**config.mk**
```make
export PLATFORM = sky130hd
export DESIGN_NAME = m_serial_adder
export DESIGN_NICKNAME = d
export VERILOG_FILES = /design/src/rtl/m_serial_adder.sv
export SDC_FILE = /design/constraint.sdc
export NUM_CORES = 1
export LEC_CHECK = 0
export ABC_AREA = 1
export ABC_CLOCK_PERIOD_IN_PS = 1700
export BUFFER_PORTS_ARGS = -buffer_cell sky130_fd_sc_hd__buf_2
export CORE_ASPECT_RATIO = 0.8
export CORE_MARGIN = 4
export CORE_UTILIZATION = 53
export CTS_CLUSTER_SIZE = 20
export DETAILED_ROUTE_END_ITERATION = 16
export PLACE_DENSITY_LB_ADDON = 0.2
export SLEW_MARGIN = 0
export SYNTH_ARGS = -nofsm -noshare
export SYNTH_HDL_FRONTEND = slang
export SYNTH_SLANG_ARGS = --single-unit
```
**constraint.sdc**
```tcl
create_clock -name w_clk -period 1.7 [get_ports w_clk]
set_input_delay 0.085 -clock w_clk [delete_from_list [all_inputs] [get_ports w_clk]]
set_output_delay 0.085 -clock w_clk [all_outputs]
set_load 0.02 [all_outputs]
```
**src/rtl/m_serial_adder.sv**
```systemverilog
// Digit-serial adder: adds two WIDTH-bit operands DIGIT bits per clock with one ripple slice.
// Latency: w_out_valid rises exactly WIDTH/DIGIT edges after the accepting edge; initiation interval >= K+2.
// Backpressure: result held in DONE until w_out_ready; w_in_ready only in IDLE, with no DONE->accept bypass.
//
// Ports: w_clk / w_rst_n (async, active-low) | w_in_valid, w_in_ready, w_a, w_b, w_cin : operand handshake
//        w_out_valid, w_out_ready, w_s, w_c : registered result handshake
// Optional macro SERIAL_ADDER_SUB_EN adds w_sub (subtract A-B, w_c=1 means no borrow)
//        and w_ovf (registered signed overflow of the performed operation).
module m_serial_adder #(
    parameter int WIDTH = 8,
    parameter int DIGIT = 1
) (
    input  logic             w_clk,
    input  logic             w_rst_n,
    input  logic             w_in_valid,
    output logic             w_in_ready,
    input  logic [WIDTH-1:0] w_a,
    input  logic [WIDTH-1:0] w_b,
    input  logic             w_cin,
`ifdef SERIAL_ADDER_SUB_EN
    input  logic             w_sub,
    output logic             w_ovf,
`endif
    output logic             w_out_valid,
    input  logic             w_out_ready,
    output logic [WIDTH-1:0] w_s,
    output logic             w_c
);

    // Refuse to build with a digit size that does not tile the operand.
    generate
        if (WIDTH < 1 || DIGIT < 1 || (WIDTH % DIGIT) != 0) begin : g_param_check
            $error("m_serial_adder: DIGIT must be >= 1 and divide WIDTH exactly");
        end
    endgenerate

    localparam int K  = WIDTH / DIGIT;
    localparam int CW = (K > 1) ? $clog2(K) : 1;

    typedef enum logic [1:0] {
        IDLE = 2'd0,
        BUSY = 2'd1,
        DONE = 2'd2
    } state_t;

    state_t           state_q, state_d;
    logic [CW-1:0]    cnt_q, cnt_d;
    logic [WIDTH-1:0] a_sh_q, a_sh_d;
    logic [WIDTH-1:0] b_sh_q, b_sh_d;
    logic [WIDTH-1:0] sum_sh_q, sum_sh_d;
    logic             carry_q, carry_d;
    logic [WIDTH-1:0] s_q, s_d;
    logic             c_q, c_d;
    logic             out_valid_q, out_valid_d;

    logic             accept;
    logic             last_digit;
    logic [DIGIT:0]   slice;
    logic [WIDTH-1:0] sum_next;
    logic [WIDTH-1:0] b_cap;
    logic             cin_cap;

`ifdef SERIAL_ADDER_SUB_EN
    // Operand sign bits as actually added (B already inverted for subtract);
    // overflow is then decided from the final sum's sign alone.
    logic a_msb_q, a_msb_d;
    logic bx_msb_q, bx_msb_d;
    logic ovf_q, ovf_d;
`endif

    assign accept     = (state_q == IDLE) && w_in_valid;
    assign last_digit = (state_q == BUSY) && (cnt_q == CW'(K - 1));

    // One DIGIT-wide ripple slice over the low digit of each shift register.
    assign slice    = {1'b0, a_sh_q[DIGIT-1:0]} + {1'b0, b_sh_q[DIGIT-1:0]}
                    + {{DIGIT{1'b0}}, carry_q};
    // New digit enters at the top so the sum is aligned after K shifts.
    assign sum_next = (sum_sh_q >> DIGIT) | (WIDTH'(slice[DIGIT-1:0]) << (WIDTH - DIGIT));

    // ---------------- state register ----------------
    always_ff @(posedge w_clk or negedge w_rst_n) begin
        if (!w_rst_n) begin
            state_q <= IDLE;
        end else begin
            state_q <= state_d;
        end
    end

    // ---------------- next-state logic ----------------
    always_comb begin
        state_d = state_q;
        case (state_q)
            IDLE:    if (w_in_valid)  state_d = BUSY;
            BUSY:    if (last_digit)  state_d = DONE;
            DONE:    if (w_out_ready) state_d = IDLE;
            default: state_d = IDLE;
        endcase
    end

    // ---------------- outputs ----------------
    always_comb begin
        w_in_ready  = (state_q == IDLE);
        w_out_valid = out_valid_q;
        w_s         = s_q;
        w_c         = c_q;
`ifdef SERIAL_ADDER_SUB_EN
        w_ovf       = ovf_q;
`endif
    end

    // ---------------- datapath next values ----------------
    always_comb begin
        b_cap       = w_b;
        cin_cap     = w_cin;
`ifdef SERIAL_ADDER_SUB_EN
        if (w_sub) begin
            b_cap   = ~w_b;
            cin_cap = 1'b1;
        end
        a_msb_d     = a_msb_q;
        bx_msb_d    = bx_msb_q;
        ovf_d       = ovf_q;
`endif
        cnt_d       = cnt_q;
        a_sh_d      = a_sh_q;
        b_sh_d      = b_sh_q;
        sum_sh_d    = sum_sh_q;
        carry_d     = carry_q;
        s_d         = s_q;
        c_d         = c_q;
        out_valid_d = out_valid_q;

        if (accept) begin
            a_sh_d   = w_a;
            b_sh_d   = b_cap;
            carry_d  = cin_cap;
            cnt_d    = '0;
`ifdef SERIAL_ADDER_SUB_EN
            a_msb_d  = w_a[WIDTH-1];
            bx_msb_d = b_cap[WIDTH-1];
`endif
        end else if (state_q == BUSY) begin
            a_sh_d   = a_sh_q >> DIGIT;
            b_sh_d   = b_sh_q >> DIGIT;
            sum_sh_d = sum_next;
            carry_d  = slice[DIGIT];
            cnt_d    = cnt_q + CW'(1);
            if (last_digit) begin
                s_d         = sum_next;
                c_d         = slice[DIGIT];
                out_valid_d = 1'b1;
`ifdef SERIAL_ADDER_SUB_EN
                ovf_d       = (a_msb_q == bx_msb_q) && (sum_next[WIDTH-1] != a_msb_q);
`endif
            end
        end else if (state_q == DONE && w_out_ready) begin
            out_valid_d = 1'b0;
        end
    end

    // ---------------- datapath registers ----------------
    always_ff @(posedge w_clk or negedge w_rst_n) begin
        if (!w_rst_n) begin
            cnt_q       <= '0;
            a_sh_q      <= '0;
            b_sh_q      <= '0;
            sum_sh_q    <= '0;
            carry_q     <= 1'b0;
            s_q         <= '0;
            c_q         <= 1'b0;
            out_valid_q <= 1'b0;
`ifdef SERIAL_ADDER_SUB_EN
            a_msb_q     <= 1'b0;
            bx_msb_q    <= 1'b0;
            ovf_q       <= 1'b0;
`endif
        end else begin
            cnt_q       <= cnt_d;
            a_sh_q      <= a_sh_d;
            b_sh_q      <= b_sh_d;
            sum_sh_q    <= sum_sh_d;
            carry_q     <= carry_d;
            s_q         <= s_d;
            c_q         <= c_d;
            out_valid_q <= out_valid_d;
`ifdef SERIAL_ADDER_SUB_EN
            a_msb_q     <= a_msb_d;
            bx_msb_q    <= bx_msb_d;
            ovf_q       <= ovf_d;
`endif
        end
    end

endmodule

```
## Word level (Yosys, flattened, before mapping)

Index checks and enable logic that the tools add are counted.

- Bitwise operators: 2
- $add $sub $neg: 3
- Reductions and logical operators: 10
- Equality and inequality tests: 6
- Multiplexer cells: 15

Operators by type and width:

| operator | count |
|---|---|
| 8-bit 2-to-1 mux | 4 |
| 3-bit AND reduction | 3 |
| 7-bit by 8-bit bitwise OR with 8-bit output | 1 |
| 2-bit 2-to-1 mux | 3 |
| 3-bit 2-to-1 mux | 2 |
| 2-bit != test (second input constant) | 3 |
| 2-bit case mux with 3 select lines | 1 |
| 1-bit 2-to-1 mux | 5 |
| 2-bit nonzero test | 2 |
| 3-bit by 1-bit adder with 3-bit output (second input constant) | 1 |
| 3-bit equality test (second input constant) | 1 |
| 1-bit logical AND | 3 |
| 1-bit by 1-bit adder with 2-bit output | 1 |
| 2-bit by 1-bit adder with 2-bit output | 1 |
| 2-bit by 1-bit equality test with 1-bit output (second input constant) | 1 |
| 2-bit equality test (second input constant) | 1 |
| 2-bit logical NOT | 1 |
| 2-bit AND reduction | 1 |
| 1-bit inverter | 1 |

- Bits of input ports: 21
- Word-level logic and storage cells: 45
- Register bits after elaboration: 40

## Logic depth before layout (Yosys ltp)

- Depth in word-level cells: 4
- Depth in mapped cells: 6

## Least setup slack after synthesis

No wires, ideal clock.

- Kind: reg2reg
- Start: register cnt_q[0]
- End: register state_q[1]
- Slack: 503 ps
- Stages on the path, launching flop included: 6
- Arrival time: 1069 ps
- Cell sequence: dfrtp_1 -> ha_1 -> ha_1 -> nand2_1 -> buf_2 -> o31ai_1

- Word-level cells in the longest chain between the ends: 4

Ends and longest elaborated chain:

| item | line | RTL |
|---|---|---|
| start: declaration | 47 | `logic [CW-1:0] cnt_q, cnt_d;` |
| start signal: assignment | 178 | `cnt_q <= cnt_d;` |
| 3-bit equality test | 72 | `assign last_digit = (state_q == BUSY) && (cnt_q == CW'(K - 1));` |
| 1-bit logical AND | 72 |  |
| 2-bit != test (no line) | - |  |
| 3-bit AND reduction (no line) | - |  |
| end signal: assignment | 85 | `state_q <= state_d;` |
| end: declaration | 46 | `state_t state_q, state_d;` |

No other way between the ends.
A chain may end at the register's enable or synchronous reset.

## Worst setup path after layout

- Start: register state_q[1]
- End: output port w_in_ready

- Word-level cells in the longest chain between the ends: 1

Ends and longest elaborated chain:

| item | line | RTL |
|---|---|---|
| 2-bit logical NOT | 102 | `w_in_ready = (state_q == IDLE);` |
| end: declaration | 16 | `output logic w_in_ready,` |

No other way between the ends.

==> impl_metrics.yaml <==
die:
  core_um2: 2850
  rows: 17
  die_x_um: 70.2
  die_area_um2: 4050
  die_y_um: 57.7
  initial_core_util_pct: 57.5
  ios: 32
clock_tree:
  insertion_delay_ns: 0.29
  cts-root-buf: "clkbuf_8"
  cts_buffer_depth: 2
  cts.sinks: 39
  cts_made_buffers: 5
  path_clk_slew_ns: 0.07
  htreeDepth: 2
  cts_tree: "done"
final_layout:
  areaGrowthSynthToFinish_pct: 18.9
  seq_area_um2: 976
  multi_input_area_um2: 597
  layout.nets: 246
  fin_area_um2: 1950
  nFillCells: 224
  n_antenna_cell: 0
  layout-drive-gt1-share_pct: 22.4
synth:
  synth_seq_cells: 39
  synthesis.area_um2: 1640
  synth.area.top_cells: "dfrtp_1 (60%), nand2_1 (19%), nand3_1 (10%)"
  ys_seq_area_share_pct: 59.6
  synth_flop_cell: "dfrtp_1"
  synth_top_cells_by_count: "nand2_1 (81), dfrtp_1 (39), nand3_1 (33)"
  synthArstFlopShare_pct: 100
  yosysWarnings: 0
  syn-instance-count: 184
  syn-num-nets: 208
  synth_top_area_share_pct: 59.6
  yosysMostFrequentCell: "nand2_1"
  synth_area_leader_cell: "dfrtp_1"
  synth_edf_count: 0
  synth_cell_types: 15
  avgSynthCellArea_um2: 8.90
pwr:
  p_leak_nw: 1.04
  peakVddDrop_mv: 0.922
  total_power_mw: 3.32
  power_frac_seq_pct: 45.7
  clkPwrFrac_pct: 18.0
  p_int_mw: 2.02
  p_sw_mw: 1.31
  p_comb_share_pct: 36.3
  p_sw_share_pct: 39.3
  powerDensity_nw_per_um2: 1710
critical_path:
  worstSetupStartpointType: "flop"
  crit_required_ns: 1.62
  crit_path_end_kind: "primary output"
  path_class: "flop to primary output"
  crit_path_max_fanout: 19
  arrival_ns: 1.29
grt:
  overflow: 0
  antenna_found_initial: 0
  grt_pass1_vias: 1338
  grt_max_degree: 23
  grt_pass1_wl_mm: 5.98
  track_usage_pct: 18.9
route:
  vias_per_cell: 5.20
  drtIter0Drc: 127
  firstDrtPassIters: 5
  drc: 0
  route.detailed.wl_per_inst_um: 12.8
  route.vias.total: 1357
  wl_mm: 3.35
  antenna_left: 0
job:
  cap_violations: 0
sta:
  max_freq_mhz: 729
  slew_headroom_pct: 67.4
  holdWs_ns: 0.0199
  finalSetupViolCount: 0
  post-route-min-period_ns: 1.37
  min_period_over_period_pct: 80.7
  worst_pin_slew_ns: 0.490
  setup_ws_ns: 0.328
  hold_violations: 0
  drv_slew: 0
  rsz0062_at_grt: "false"
  fin_tns_setup_ns: 0
  fin_skew_ns: 0.00127
placement:
  post-place-ws_ns: 0.348
  dp_hpwl_mm: 2.32
  gp_congestion: 0.750
  port_buffers: 31
  postPlaceCellArea_um2: 1840
status:
  outcome: "finished clean"
worst_hold_path:
  min_path_type: "primary input to flop"
-- cell usage in the layout (no fill, tap or decap), drive strengths merged --
cell type | Yosys | routed
o21ai | 9 | 9
clkbuf | 0 | 5
dfrtp | 39 | 39
o31ai | 1 | 1
fa | 1 | 1
nand3 | 33 | 33
nor2 | 3 | 3
clkinv | 0 | 3
nand2 | 82 | 82
ha | 2 | 2
dlygate4sd3 | 0 | 2
inv | 6 | 6
buf | 8 | 37
-- path summary, 6_finish.rpt --
kind	start	end	slack, ns	depth (start not counted)
max	state_q[1]$_DFFE_PN0P_	w_in_ready	0.33	3
max reg2reg	cnt_q[0]$_DFFE_PN0P_	state_q[1]$_DFFE_PN0P_	0.33	4
min in group asynchronous	w_rst_n	w_s[6]$_DFFE_PN0P_	0.28	2
min reg2reg	w_out_valid$_DFFE_PN0P_	w_out_valid$_DFFE_PN0P_	0.47	2
min	w_a[7]	a_sh_q[7]$_DFFE_PN0P_	0.02	3
max in group asynchronous	w_rst_n	cnt_q[1]$_DFFE_PN0P_	0.89	3
-- critical path: stages (launching register included) --
cell,delay (ns)
dfrtp_1,0.44
nor2_2,0.12
buf_4,0.22
buf_2,0.20
-- per-stage QoR --
stage,utilization (%),std cells
after floorplan,-,184
after global placement,64.7,251
after detailed placement,64.7,251
after CTS,68.3,261
after global routing,68.3,261
final,68.3,261
-- logic make-up after synthesis --
group | after synthesis | synth area share, %
AO/OA/AOI/OAI | 10 | 3.21
flip-flops | 39 | 59.6
AND/OR/NAND/NOR | 118 | 30.5
buffers and inverters | 14 | 3.97
adder cells (fa/ha/maj) | 3 | 2.75
-- area by class of cell --
| class | count | share of cell area (%) |
|---|---|---|
| Inverter | 6 | 1.16 |
| Tap cell | 38 | 2.44 |
| Multi-Input combinational cell | 131 | 30.7 |
| Sequential cell | 39 | 50.1 |
| Clock buffer | 5 | 3.53 |
| Timing Repair Buffer | 39 | 11.3 |
| Clock inverter | 3 | 0.771 |
-- what timing repair did --
item	CTS	global route
gates resized for setup	0	0
setup buffers	0	0
hold buffers	2	0
setup endpoints to repair	0	0
endpoints found under the hold margin	21	0
-- power by group through the flow --
stage | Sequential (mW) | Combinational (mW) | Clock [mW]
floorplan | 1.61 | 0.744 | 0
global placement | 1.52 | 1.16 | 0
detailed placement | 1.53 | 1.21 | 0
CTS | 1.52 | 1.23 | 0.619
global route | 1.56 | 1.38 | 0.662
finish | 1.52 | 1.21 | 0.598
-- state kept, by name, indices dropped and copies added (netlist names) --
name	flops
a_sh_q	8
b_sh_q	8
carry_q	1
cnt_q	3
state_q	2
sum_sh_q	7
w_c	1
w_out_valid	1
w_s	8
-- layer usage --
layer  vias up  part of all wire, %  track usage (%)
met5         -                    0                0
met4         0                  2.1             9.84
met3         8                  5.3             4.85
met2        36                   47             31.2
met1       649                   45             23.1
li1        664                    -                -
Power figures use the tool's default switching activity.
